## config.mk

```make
export PLATFORM = sky130hd
export DESIGN_NAME = mem_port_arbiter_flat
export DESIGN_NICKNAME = d
export VERILOG_FILES = /design/src/rtl/mem_port_arbiter_pkg.sv /design/src/rtl/mem_port_arbiter_if.sv /design/src/rtl/mem_port_arbiter_watchdog.sv /design/src/rtl/mem_port_arbiter.sv /design/src/flat_wrapper.sv
export SDC_FILE = /design/constraint.sdc
export NUM_CORES = 1
export LEC_CHECK = 0
export CAP_MARGIN = 0
export CORE_ASPECT_RATIO = 1.25
export CORE_MARGIN = 2
export CORE_UTILIZATION = 40
export DETAILED_ROUTE_END_ITERATION = 8
export PLACE_DENSITY = 0.79
export SLEW_MARGIN = 20
export SYNTH_ARGS = -nofsm -noshare
export SYNTH_HDL_FRONTEND = slang
export SYNTH_SLANG_ARGS = --single-unit
```

## constraint.sdc

```tcl
create_clock -name clk -period 2.3 [get_ports clk]
set_input_delay 0.46 -clock clk [delete_from_list [all_inputs] [get_ports clk]]
set_output_delay 0.46 -clock clk [all_outputs]
set_load 0.005 [all_outputs]
```

## src/rtl/mem_port_arbiter_pkg.sv

```systemverilog
// Shared types and defaults for the unified-memory port arbiter.
// State encodings are fixed 2-bit values so they read the same in waveforms and the core headers.
package mem_port_arbiter_pkg;

  localparam int DEF_ADDR_W       = 32;
  localparam int DEF_DATA_W       = 32;
  localparam int DEF_STARVE_LIMIT = 4;
  localparam int DEF_TIMEOUT      = 64;

  typedef enum logic [1:0] {
    ARB_IDLE    = 2'd0,
    ARB_GRANT_I = 2'd1,
    ARB_GRANT_D = 2'd2,
    ARB_RESP    = 2'd3
  } arb_state_e;

  function automatic logic is_grant(arb_state_e s);
    return (s == ARB_GRANT_I) || (s == ARB_GRANT_D);
  endfunction

endpackage

```

## src/rtl/mem_port_arbiter_if.sv

```systemverilog
// Bundle of the fetch, data and memory handshake signals around the arbiter.
// slave = the arbiter's view; master = the surrounding core plus memory model.
interface mem_port_arbiter_if #(
  parameter int ADDR_W = 32,
  parameter int DATA_W = 32
);

  logic              if_req;
  logic [ADDR_W-1:0] if_addr;
  logic [DATA_W-1:0] if_rdata;
  logic              if_valid;
  logic              if_stall;

  logic              d_req;
  logic              d_we;
  logic [ADDR_W-1:0] d_addr;
  logic [DATA_W-1:0] d_wdata;
  logic [DATA_W-1:0] d_rdata;
  logic              d_valid;
  logic              d_stall;

  logic              mem_req;
  logic              mem_we;
  logic [ADDR_W-1:0] mem_addr;
  logic [DATA_W-1:0] mem_wdata;
  logic [DATA_W-1:0] mem_rdata;
  logic              mem_ready;

  logic              bus_error;

  modport slave (
    input  if_req, if_addr, d_req, d_we, d_addr, d_wdata, mem_rdata, mem_ready,
    output if_rdata, if_valid, if_stall, d_rdata, d_valid, d_stall,
           mem_req, mem_we, mem_addr, mem_wdata, bus_error
  );

  modport master (
    output if_req, if_addr, d_req, d_we, d_addr, d_wdata, mem_rdata, mem_ready,
    input  if_rdata, if_valid, if_stall, d_rdata, d_valid, d_stall,
           mem_req, mem_we, mem_addr, mem_wdata, bus_error
  );

endinterface

```

## src/rtl/mem_port_arbiter_watchdog.sv

```systemverilog
// Access watchdog: counts enabled cycles and flags the TIMEOUT-th one.
// The count parks at TIMEOUT-1 so it cannot wrap if the owner ignores the flag.
module mem_watchdog #(
  parameter int TIMEOUT = 64
) (
  input  logic clk,
  input  logic rst_b,
  input  logic clear,
  input  logic enable,
  output logic expired
);

  localparam int CW = (TIMEOUT > 2) ? $clog2(TIMEOUT) : 1;
  localparam logic [CW-1:0] LAST = CW'(TIMEOUT - 1);

  logic [CW-1:0] count_q, count_d;

  always_comb begin
    count_d = count_q;
    if (clear) begin
      count_d = '0;
    end else if (enable && (count_q != LAST)) begin
      count_d = count_q + 1'b1;
    end
  end

  always_ff @(posedge clk or negedge rst_b) begin
    if (!rst_b) begin
      count_q <= '0;
    end else begin
      count_q <= count_d;
    end
  end

  assign expired = enable && !clear && (count_q == LAST);

endmodule

```

## src/rtl/mem_port_arbiter.sv

```systemverilog
// Single-port memory arbiter between instruction fetch and data access, one access at a time.
// All bus-facing outputs are registered; only the stall levels are combinational.
module mem_port_arbiter
  import mem_port_arbiter_pkg::*;
#(
  parameter int ADDR_W       = DEF_ADDR_W,
  parameter int DATA_W       = DEF_DATA_W,
  parameter int STARVE_LIMIT = DEF_STARVE_LIMIT,
  parameter int TIMEOUT      = DEF_TIMEOUT
) (
  input  logic               clk,
  input  logic               rst_b,
  mem_port_arbiter_if.slave  bus
);

  localparam int SW = $clog2(STARVE_LIMIT + 1);
  localparam logic [SW-1:0] STARVE_MAX = SW'(STARVE_LIMIT);

  arb_state_e        state_q,     state_d;
  logic              mem_req_q,   mem_req_d;
  logic              mem_we_q,    mem_we_d;
  logic [ADDR_W-1:0] mem_addr_q,  mem_addr_d;
  logic [DATA_W-1:0] mem_wdata_q, mem_wdata_d;
  logic [DATA_W-1:0] if_rdata_q,  if_rdata_d;
  logic [DATA_W-1:0] d_rdata_q,   d_rdata_d;
  logic              if_valid_q,  if_valid_d;
  logic              d_valid_q,   d_valid_d;
  logic              bus_error_q, bus_error_d;
  logic [SW-1:0]     starve_q,    starve_d;

  logic wd_enable;
  logic wd_expired;
  logic grant_d;

  assign wd_enable = is_grant(state_q);

  mem_watchdog #(
    .TIMEOUT (TIMEOUT)
  ) u_watchdog (
    .clk     (clk),
    .rst_b   (rst_b),
    .clear   (!wd_enable),
    .enable  (wd_enable),
    .expired (wd_expired)
  );

  // Data wins a tie (it belongs to the older instruction) until fetch has waited STARVE_LIMIT grants.
  assign grant_d = bus.d_req && (!bus.if_req || (starve_q < STARVE_MAX));

  always_comb begin
    state_d     = state_q;
    mem_req_d   = mem_req_q;
    mem_we_d    = mem_we_q;
    mem_addr_d  = mem_addr_q;
    mem_wdata_d = mem_wdata_q;
    if_rdata_d  = if_rdata_q;
    d_rdata_d   = d_rdata_q;
    if_valid_d  = 1'b0;
    d_valid_d   = 1'b0;
    bus_error_d = bus_error_q;
    starve_d    = starve_q;

    unique case (state_q)
      ARB_IDLE: begin
        if (grant_d) begin
          state_d     = ARB_GRANT_D;
          mem_req_d   = 1'b1;
          mem_we_d    = bus.d_we;
          mem_addr_d  = bus.d_addr;
          mem_wdata_d = bus.d_wdata;
          if (!bus.if_req) begin
            starve_d = '0;
          end else if (starve_q != STARVE_MAX) begin
            starve_d = starve_q + 1'b1;
          end
        end else if (bus.if_req) begin
          state_d    = ARB_GRANT_I;
          mem_req_d  = 1'b1;
          mem_we_d   = 1'b0;
          mem_addr_d = bus.if_addr;
          starve_d   = '0;
        end
      end

      ARB_GRANT_I, ARB_GRANT_D: begin
        // A completing mem_ready takes priority over a watchdog expiring in the same cycle.
        if (bus.mem_ready || wd_expired) begin
          state_d   = ARB_RESP;
          mem_req_d = 1'b0;
          mem_we_d  = 1'b0;
          if (!bus.mem_ready) begin
            bus_error_d = 1'b1;
          end
          if (state_q == ARB_GRANT_I) begin
            if_valid_d = 1'b1;
            if_rdata_d = bus.mem_ready ? bus.mem_rdata : '0;
          end else begin
            d_valid_d = 1'b1;
            // Stores leave the load-data register untouched, even on timeout.
            if (!mem_we_q) begin
              d_rdata_d = bus.mem_ready ? bus.mem_rdata : '0;
            end
          end
        end
      end

      ARB_RESP: begin
        state_d = ARB_IDLE;
      end

      default: begin
        state_d = ARB_IDLE;
      end
    endcase
  end

  always_ff @(posedge clk or negedge rst_b) begin
    if (!rst_b) begin
      state_q     <= ARB_IDLE;
      mem_req_q   <= 1'b0;
      mem_we_q    <= 1'b0;
      mem_addr_q  <= '0;
      mem_wdata_q <= '0;
      if_rdata_q  <= '0;
      d_rdata_q   <= '0;
      if_valid_q  <= 1'b0;
      d_valid_q   <= 1'b0;
      bus_error_q <= 1'b0;
      starve_q    <= '0;
    end else begin
      state_q     <= state_d;
      mem_req_q   <= mem_req_d;
      mem_we_q    <= mem_we_d;
      mem_addr_q  <= mem_addr_d;
      mem_wdata_q <= mem_wdata_d;
      if_rdata_q  <= if_rdata_d;
      d_rdata_q   <= d_rdata_d;
      if_valid_q  <= if_valid_d;
      d_valid_q   <= d_valid_d;
      bus_error_q <= bus_error_d;
      starve_q    <= starve_d;
    end
  end

  assign bus.mem_req   = mem_req_q;
  assign bus.mem_we    = mem_we_q;
  assign bus.mem_addr  = mem_addr_q;
  assign bus.mem_wdata = mem_wdata_q;
  assign bus.if_rdata  = if_rdata_q;
  assign bus.if_valid  = if_valid_q;
  assign bus.d_rdata   = d_rdata_q;
  assign bus.d_valid   = d_valid_q;
  assign bus.bus_error = bus_error_q;
  assign bus.if_stall  = bus.if_req & ~if_valid_q;
  assign bus.d_stall   = bus.d_req & ~d_valid_q;

endmodule
```

## src/flat_wrapper.sv

```systemverilog
// flat-port wrapper written by rule: the top's interface ports become plain ports
module mem_port_arbiter_flat import mem_port_arbiter_pkg::*;
#(
  parameter int ADDR_W       = DEF_ADDR_W,
  parameter int DATA_W       = DEF_DATA_W,
  parameter int STARVE_LIMIT = DEF_STARVE_LIMIT,
  parameter int TIMEOUT      = DEF_TIMEOUT
)
  (clk, rst_b, bus_if_req, bus_if_addr, bus_d_req, bus_d_we, bus_d_addr, bus_d_wdata, bus_mem_rdata, bus_mem_ready, bus_if_rdata, bus_if_valid, bus_if_stall, bus_d_rdata, bus_d_valid, bus_d_stall, bus_mem_req, bus_mem_we, bus_mem_addr, bus_mem_wdata, bus_bus_error);
  mem_port_arbiter_if #(.ADDR_W(ADDR_W), .DATA_W(DATA_W)) bus_i ();
  input  logic clk;
  input  logic rst_b;
  input wire logic [$bits(bus_i.if_req)-1:0] bus_if_req;
  input wire logic [$bits(bus_i.if_addr)-1:0] bus_if_addr;
  input wire logic [$bits(bus_i.d_req)-1:0] bus_d_req;
  input wire logic [$bits(bus_i.d_we)-1:0] bus_d_we;
  input wire logic [$bits(bus_i.d_addr)-1:0] bus_d_addr;
  input wire logic [$bits(bus_i.d_wdata)-1:0] bus_d_wdata;
  input wire logic [$bits(bus_i.mem_rdata)-1:0] bus_mem_rdata;
  input wire logic [$bits(bus_i.mem_ready)-1:0] bus_mem_ready;
  output wire logic [$bits(bus_i.if_rdata)-1:0] bus_if_rdata;
  output wire logic [$bits(bus_i.if_valid)-1:0] bus_if_valid;
  output wire logic [$bits(bus_i.if_stall)-1:0] bus_if_stall;
  output wire logic [$bits(bus_i.d_rdata)-1:0] bus_d_rdata;
  output wire logic [$bits(bus_i.d_valid)-1:0] bus_d_valid;
  output wire logic [$bits(bus_i.d_stall)-1:0] bus_d_stall;
  output wire logic [$bits(bus_i.mem_req)-1:0] bus_mem_req;
  output wire logic [$bits(bus_i.mem_we)-1:0] bus_mem_we;
  output wire logic [$bits(bus_i.mem_addr)-1:0] bus_mem_addr;
  output wire logic [$bits(bus_i.mem_wdata)-1:0] bus_mem_wdata;
  output wire logic [$bits(bus_i.bus_error)-1:0] bus_bus_error;
  assign bus_i.if_req = bus_if_req;
  assign bus_i.if_addr = bus_if_addr;
  assign bus_i.d_req = bus_d_req;
  assign bus_i.d_we = bus_d_we;
  assign bus_i.d_addr = bus_d_addr;
  assign bus_i.d_wdata = bus_d_wdata;
  assign bus_i.mem_rdata = bus_mem_rdata;
  assign bus_i.mem_ready = bus_mem_ready;
  assign bus_if_rdata = bus_i.if_rdata;
  assign bus_if_valid = bus_i.if_valid;
  assign bus_if_stall = bus_i.if_stall;
  assign bus_d_rdata = bus_i.d_rdata;
  assign bus_d_valid = bus_i.d_valid;
  assign bus_d_stall = bus_i.d_stall;
  assign bus_mem_req = bus_i.mem_req;
  assign bus_mem_we = bus_i.mem_we;
  assign bus_mem_addr = bus_i.mem_addr;
  assign bus_mem_wdata = bus_i.mem_wdata;
  assign bus_bus_error = bus_i.bus_error;
  mem_port_arbiter #(.ADDR_W(ADDR_W), .DATA_W(DATA_W), .STARVE_LIMIT(STARVE_LIMIT), .TIMEOUT(TIMEOUT)) u_core (.clk(clk), .rst_b(rst_b), .bus(bus_i));
endmodule
```

; Word level (Yosys, flattened, before mapping)
; Index checks and enable logic that the tools add are counted.
[classes]
addsub = 2
multipliers = 0
div = 0
n_lt_le_gt_ge = 1
eq_ne = 10
shift = 0
n_mux = 26
bitwise = 7
n_reduce_logical = 19
[ops]
columns = op, n
row1 = 32-bit 2-to-1 mux, 3
row2 = 3-bit 2-to-1 mux, 4
row3 = 6-bit 2-to-1 mux, 2
row4 = 3-bit AND reduction, 4
row5 = 1-bit 2-to-1 mux, 11
row6 = 6-bit by 1-bit adder with 6-bit output (second input constant), 1
row7 = 6-bit equality test (second input constant), 1
row8 = 2-bit 2-to-1 mux, 3
row9 = 3-bit inequality test (second input constant), 2
row10 = 6-bit inequality test (second input constant), 1
row11 = 2-bit one-hot mux with 3 select lines, 1
row12 = 2-bit AND reduction, 3
row13 = 1-bit NOT, 5
row14 = 2-bit equality test (second input constant), 2
row15 = 2-bit by 1-bit inequality test with 1-bit output (second input constant), 2
row16 = 1-bit one-hot mux with 2 select lines, 2
row17 = 4-bit AND reduction, 1
row18 = 2-bit nonzero test, 2
row19 = 3-bit by 1-bit adder with 3-bit output (second input constant), 1
row20 = 1-bit logical AND, 3
row21 = 1-bit logical OR, 3
row22 = 3-bit less-than comparator (second input constant), 1
row23 = 3-bit by 2-bit inequality test with 1-bit output (second input constant), 1
row24 = 1-bit bitwise AND, 2
row25 = 4 further kinds, 4
[word_totals]
register_bits = 144
latch_bits = 0
ramBits = 0
mem_bits_ro = 0
in_bits = 134
out_inout_bits = 135
wordCells = 77
mem_count = 0

; Depth between registers and ports, before layout
[logic_depth]
ltp_word = 6
depth_mapped = 8
mapped_depth_nobuf = 6

; Hierarchy
; A second synthesis with hierarchy kept.
[hier_totals]
hier_cells = 557
hier_area_um2 = 6149.6
[modules_own_cells]
columns = mod, instances, cells_per_inst, area_per_inst_um2, seq_area_each_um2
row1 = mem_port_arbiter, 1, 515, 5748.0, 3453.3
row2 = mem_watchdog, 1, 42, 401.6, 150.1

; Worst setup path after synthesis
; OpenSTA, ideal clock, no wires.
[synth_path]
path_type = register to register
start = reg u_core.state_q[0]
end = reg u_core.d_rdata_q[10], in the netlist u_core.bus.d_rdata[10]
setup_time_ps = 121
t_arrival_ps = 1800
required_ps = 2179
slack_ps = 379
stages_incl_launch_ff = 9
n_path_buf = 2
period_less_slack_ps = 1921
path_cell_list = dfrtp_1 inv_1 ha_1 nand4_1 o21a_1 or3_1 buf_2 buf_6 a22o_1
[synth_between]
elab_chain_cells = 5
elab_cells_between_ends = 8
cone_classes = eq/ne (2) / bitwise (1) / reduce/logical (5)
[synth_lines]
columns = item, line_no
row1 = "start, declared", mem_port_arbiter.sv:19  ; arb_state_e state_q, state_d;
row2 = "start signal, assigned", mem_port_arbiter.sv:131  ; state_q <= state_d;
row3 = 2-bit by 1-bit equality test with 1-bit output / 2-bit equality test (equally long branches), "mem_port_arbiter_pkg.sv:18, mem_port_arbiter.sv:63, mem_port_arbiter.sv:94"
row4 = 1-bit logical OR, mem_port_arbiter_pkg.sv:18  ; return (s == ARB_GRANT_I) || (s == ARB_GRANT_D);
row5 = 1-bit logical AND, mem_port_arbiter_watchdog.sv:35  ; assign expired = enable && !clear && (count_q == LAST);
row6 = 1-bit logical OR, mem_port_arbiter.sv:87  ; if (bus.mem_ready || wd_expired) begin
row7 = 4-bit AND reduction (no source line) (*), -
row8 = "end signal, assigned", mem_port_arbiter.sv:137  ; d_rdata_q <= d_rdata_d;
row9 = "end, declared", mem_port_arbiter.sv:25  ; logic [DATA_W-1:0] d_rdata_q, d_rdata_d;
; Every way passes the cells marked *; elsewhere a longest branch is shown, timed or not.
; A chain may end at the register's enable or synchronous reset.

; Worst setup path after layout
[layout_path]
start = in bus_if_req
end = out bus_if_stall
[layout_between]
elab_chain_cells = 1
[layout_lines]
columns = item, line_no
row1 = "start, declared", flat_wrapper.sv:13  ; input wire logic [$bits(bus_i.if_req)-1:0] bus_if_req;
row2 = 1-bit bitwise AND, mem_port_arbiter.sv:154  ; assign bus.if_stall = bus.if_req & ~if_valid_q;
row3 = "end, declared", flat_wrapper.sv:23  ; output wire logic [$bits(bus_i.if_stall)-1:0] bus_if_stall;
; No other way between the ends.

==> load_flow_metrics.sql <==
INSERT INTO impl_metrics (metric_group, metric, value, unit) VALUES
('run_status', 'outcome', 'finished, violations left', ''),
('run_status', 'violations_in_the_final_reports', 'hold timing', ''),
('detailed_routing', 'drc', '0', ''),
('floorplanning', 'initial_core_util', '0.411', ''),
('worst_setup_path', 'worstPathArrival', '1.60', 'ns'),
('worst_setup_path', 'path_buf_inv', '2', ''),
('worst_setup_path', 'worstPathCellList', 'clkdlybuf4s50_1 > nor2b_1 > clkdlybuf4s50_1', ''),
('grt', 'grt_start_max_net_pins', '65', ''),
('worst_setup_path', 'worst_r2r_endpoint', 'u_core.bus.d_rdata[13]', ''),
('sta', 'max_slew.worst_pin.slew', '0.504', 'ns'),
('grt', 'grt.total_usage', '0.216', ''),
('sta', 'timing.final.crit_period', '2.06', 'ns'),
('synthesis', 'synthTopCellsByArea', 'dfrtp_1 63%, a22o_1 9.8%, nand2_1 9.0%', ''),
('clocking', 'cts.sink_count', '144', ''),
('detailed_routing', 'ant_nets', '0', ''),
('finish', 'drive_above_1_share', '0.0616', ''),
('synthesis', 'syn_avg_cell_area', '11.4', 'sq um'),
('grt', 'number_of_antenna_violations_at_the_first_check_in_global_routing', '0', ''),
('worst_setup_path', 'path_depth', '3', ''),
('synthesis', 'synth.top_cell.area_share', '0.632', ''),
('clocking', 'cts_tree', 'done', ''),
('finish', 'syn2layout_area_growth', '61.9', '%'),
('worst_setup_path', 'critical_path.slowest_cell', 'clkdlybuf4s50_1', ''),
('finish', 'finish.utilization', '0.665', ''),
('clocking', 'postCtsSetupRepairBufs', '0', ''),
('grt', 'grt-ovfl-total', '0', ''),
('worst_setup_path', 'worst_setup_path_start_kind', 'input port', ''),
('clocking', 'cts-root-to-sink-buffers', '2', ''),
('worst_setup_path', 'regToRegStartpoint', 'u_core.state_q[0]', ''),
('sta', 'hold_slack', '-0.0150', 'ns'),
('hold_path', 'worstHoldPathType', 'in -> async', ''),
('clocking', 'cts_hold_buf', '0', ''),
('sta', 'slew_viols_final', '0', ''),
('floorplanning', 'dieWidth', '111', 'um'),
('floorplanning', 'fp-row-count', '48', ''),
('worst_setup_path', 'critPathTopFamily', 'buffers and inverters', ''),
('power_and_ir_drop', 'power_leakage', '4.28', 'nW'),
('finish', 'antenna_cells_inserted', '0', ''),
('synthesis', 'post-synth-top-area-cell', 'dfrtp_1', ''),
('worst_setup_path', 'crit_path_max_fanout', '2', ''),
('synthesis', 'ys_dominant_reg_cell', 'dfrtp_1', ''),
('synthesis', 'asyncSetResetFlopFracSynth', '1.00', ''),
('grt', 'grt_first_pass_wirelength', '26200', 'um'),
('placed_design', 'dp.final_hpwl', '11900', 'um'),
('synthesis', 'post_synth_edffs', '0', ''),
('sta', 'period_utilisation_layout', '0.897', ''),
('clocking', 'cts_root_buf', 'clkbuf_16', ''),
('floorplanning', 'core_region_area', '0.0139', 'sq mm'),
('synthesis', 'synth_most_common_cell', 'dfrtp_1', ''),
('sta', 'max_frequency', '484', 'MHz'),
('worst_setup_path', 'ff2ff_setup_slack', '0.27', 'ns'),
('floorplanning', 'floorplan.io_pins', '269', ''),
('floorplanning', 'die_height', '137', 'um'),
('clocking', 'level_count_of_the_clock_h_tree', '4', ''),
('grt', 'first_global_vias', '5115', ''),
('floorplanning', 'design.die.area', '0.0152', 'sq mm'),
('clocking', 'clkSlewWorstSetupHoldPaths', '0.07', 'ns'),
('sta', 'final-hold-violation-count', '9', ''),
('detailed_routing', 'viasPerCell', '5.00', ''),
('sta', 'slew_headroom', '0.663', ''),
('worst_setup_path', 'slowest_delay', '0.51', 'ns'),
('sta', 'fin_worst_skew', '0.0144', 'ns'),
('synthesis', 'mappedNetlistNets', '638', ''),
('clocking', 'clk_latency', '0.41', 'ns'),
('detailed_routing', 'first_iter_violations', '134', ''),
('detailed_routing', 'routedWlPerCell', '16.9', 'um'),
('synthesis', 'synth.yosys.seq_area_share', '0.632', ''),
('power_and_ir_drop', 'p_per_area', '1290', 'mW/mm^2'),
('synthesis', 'post_synth_inst_count', '499', ''),
('clocking', 'cts-resized-gates', '0', ''),
('detailed_routing', 'via_count', '4771', '');
==> worst max path at each step <==
stage                            startpoint                      to  slack, ns
after global placement        bus_mem_ready  u_core.bus.d_rdata[29]       0.23
after detailed placement      bus_mem_ready  u_core.bus.d_rdata[27]       0.15
final                            bus_if_req            bus_if_stall       0.24
after CTS                         bus_d_req             bus_d_stall       0.24
after floorplan           u_core.state_q[0]  u_core.bus.d_rdata[10]       0.38
after global routing      u_core.state_q[0]  u_core.bus.d_rdata[13]       0.11
==> kinds of logic after synthesis <==
logic type	Yosys count	share of synthesized area
xor+xnor	2	0.00307
buf+inv	40	0.0323
compound gates	118	0.154
fa+ha+maj	5	0.0110
mux	32	0.0562
flops	144	0.632
simple gates	158	0.111
==> power by group <==
part | switching (W) | internal [W]
Combinational | 0.00195 | 0.00301
Clock | 0.00118 | 0.00144
Sequential | 0.000687 | 0.00368
==> routing by layer <==
layer / vias up / share of wire / global-route usage
li1: 2259 / - / -
met2: 195 / 0.49 / 0.362
met4: 0 / 0.015 / 0.0590
met3: 16 / 0.088 / 0.0832
met1: 2301 / 0.41 / 0.265
met5: - / 0 / 0
==> area by class of cell <==
cell class	instances	area, sq um
fillers	1112	4650
multi-input cells	315	1940
well taps	175	219
repair buffers	281	2870
inverters	7	26.3
clock inverters	14	140
flip-flops and latches	144	3600
clock buffers	18	429
==> registers in the layout, indices dropped and copies added, names as in the netlist, 2 cells and up <==
| register | flops |
|---|---|
| u_core.bus.if_rdata | 32 |
| u_core.starve_q | 3 |
| u_core.bus.d_rdata | 32 |
| u_core.u_watchdog.count_q | 6 |
| u_core.bus.mem_wdata | 32 |
| u_core.bus.mem_addr | 32 |
| u_core.state_q | 2 |
==> placed cells by master, fill, tap and decap left out, types with 2 or more instances in the layout <==
cell type,instances
clkdlybuf4s50_1,267
dfrtp_1,144
nand2_1,136
a22o_1,64
o21ai_0,37
mux2i_1,32
clkbuf_16,17
inv_1,7
buf_12,7
buf_4,6
nor2_1,5
ha_1,5
inv_8,5
inv_6,4
nor2b_1,3
nand2b_1,3
nand3_1,3
a21o_1,3
nand3b_1,2
a32o_1,2
o31ai_1,2
a21oi_1,2
o211a_1,2
clkinv_4,2
clkinvlp_4,2
==> metrics by stage <==
step	hold WS (ns)	area, sq um	setup WS (ns)	power, W	std cells
2_1_floorplan	0.164	5700	0.379	0.00627	499
3_3_place_gp	0.439	8660	0.231	0.00917	922
3_5_place_dp	0.449	8660	0.145	0.00938	922
4_1_cts	0.0105	9230	0.236	0.0121	954
5_1_grt	0.0161	9230	0.109	0.0127	954
6_report	-0.0150	9230	0.236	0.0119	954
No activity file was read; power rests on OpenSTA's default activity.
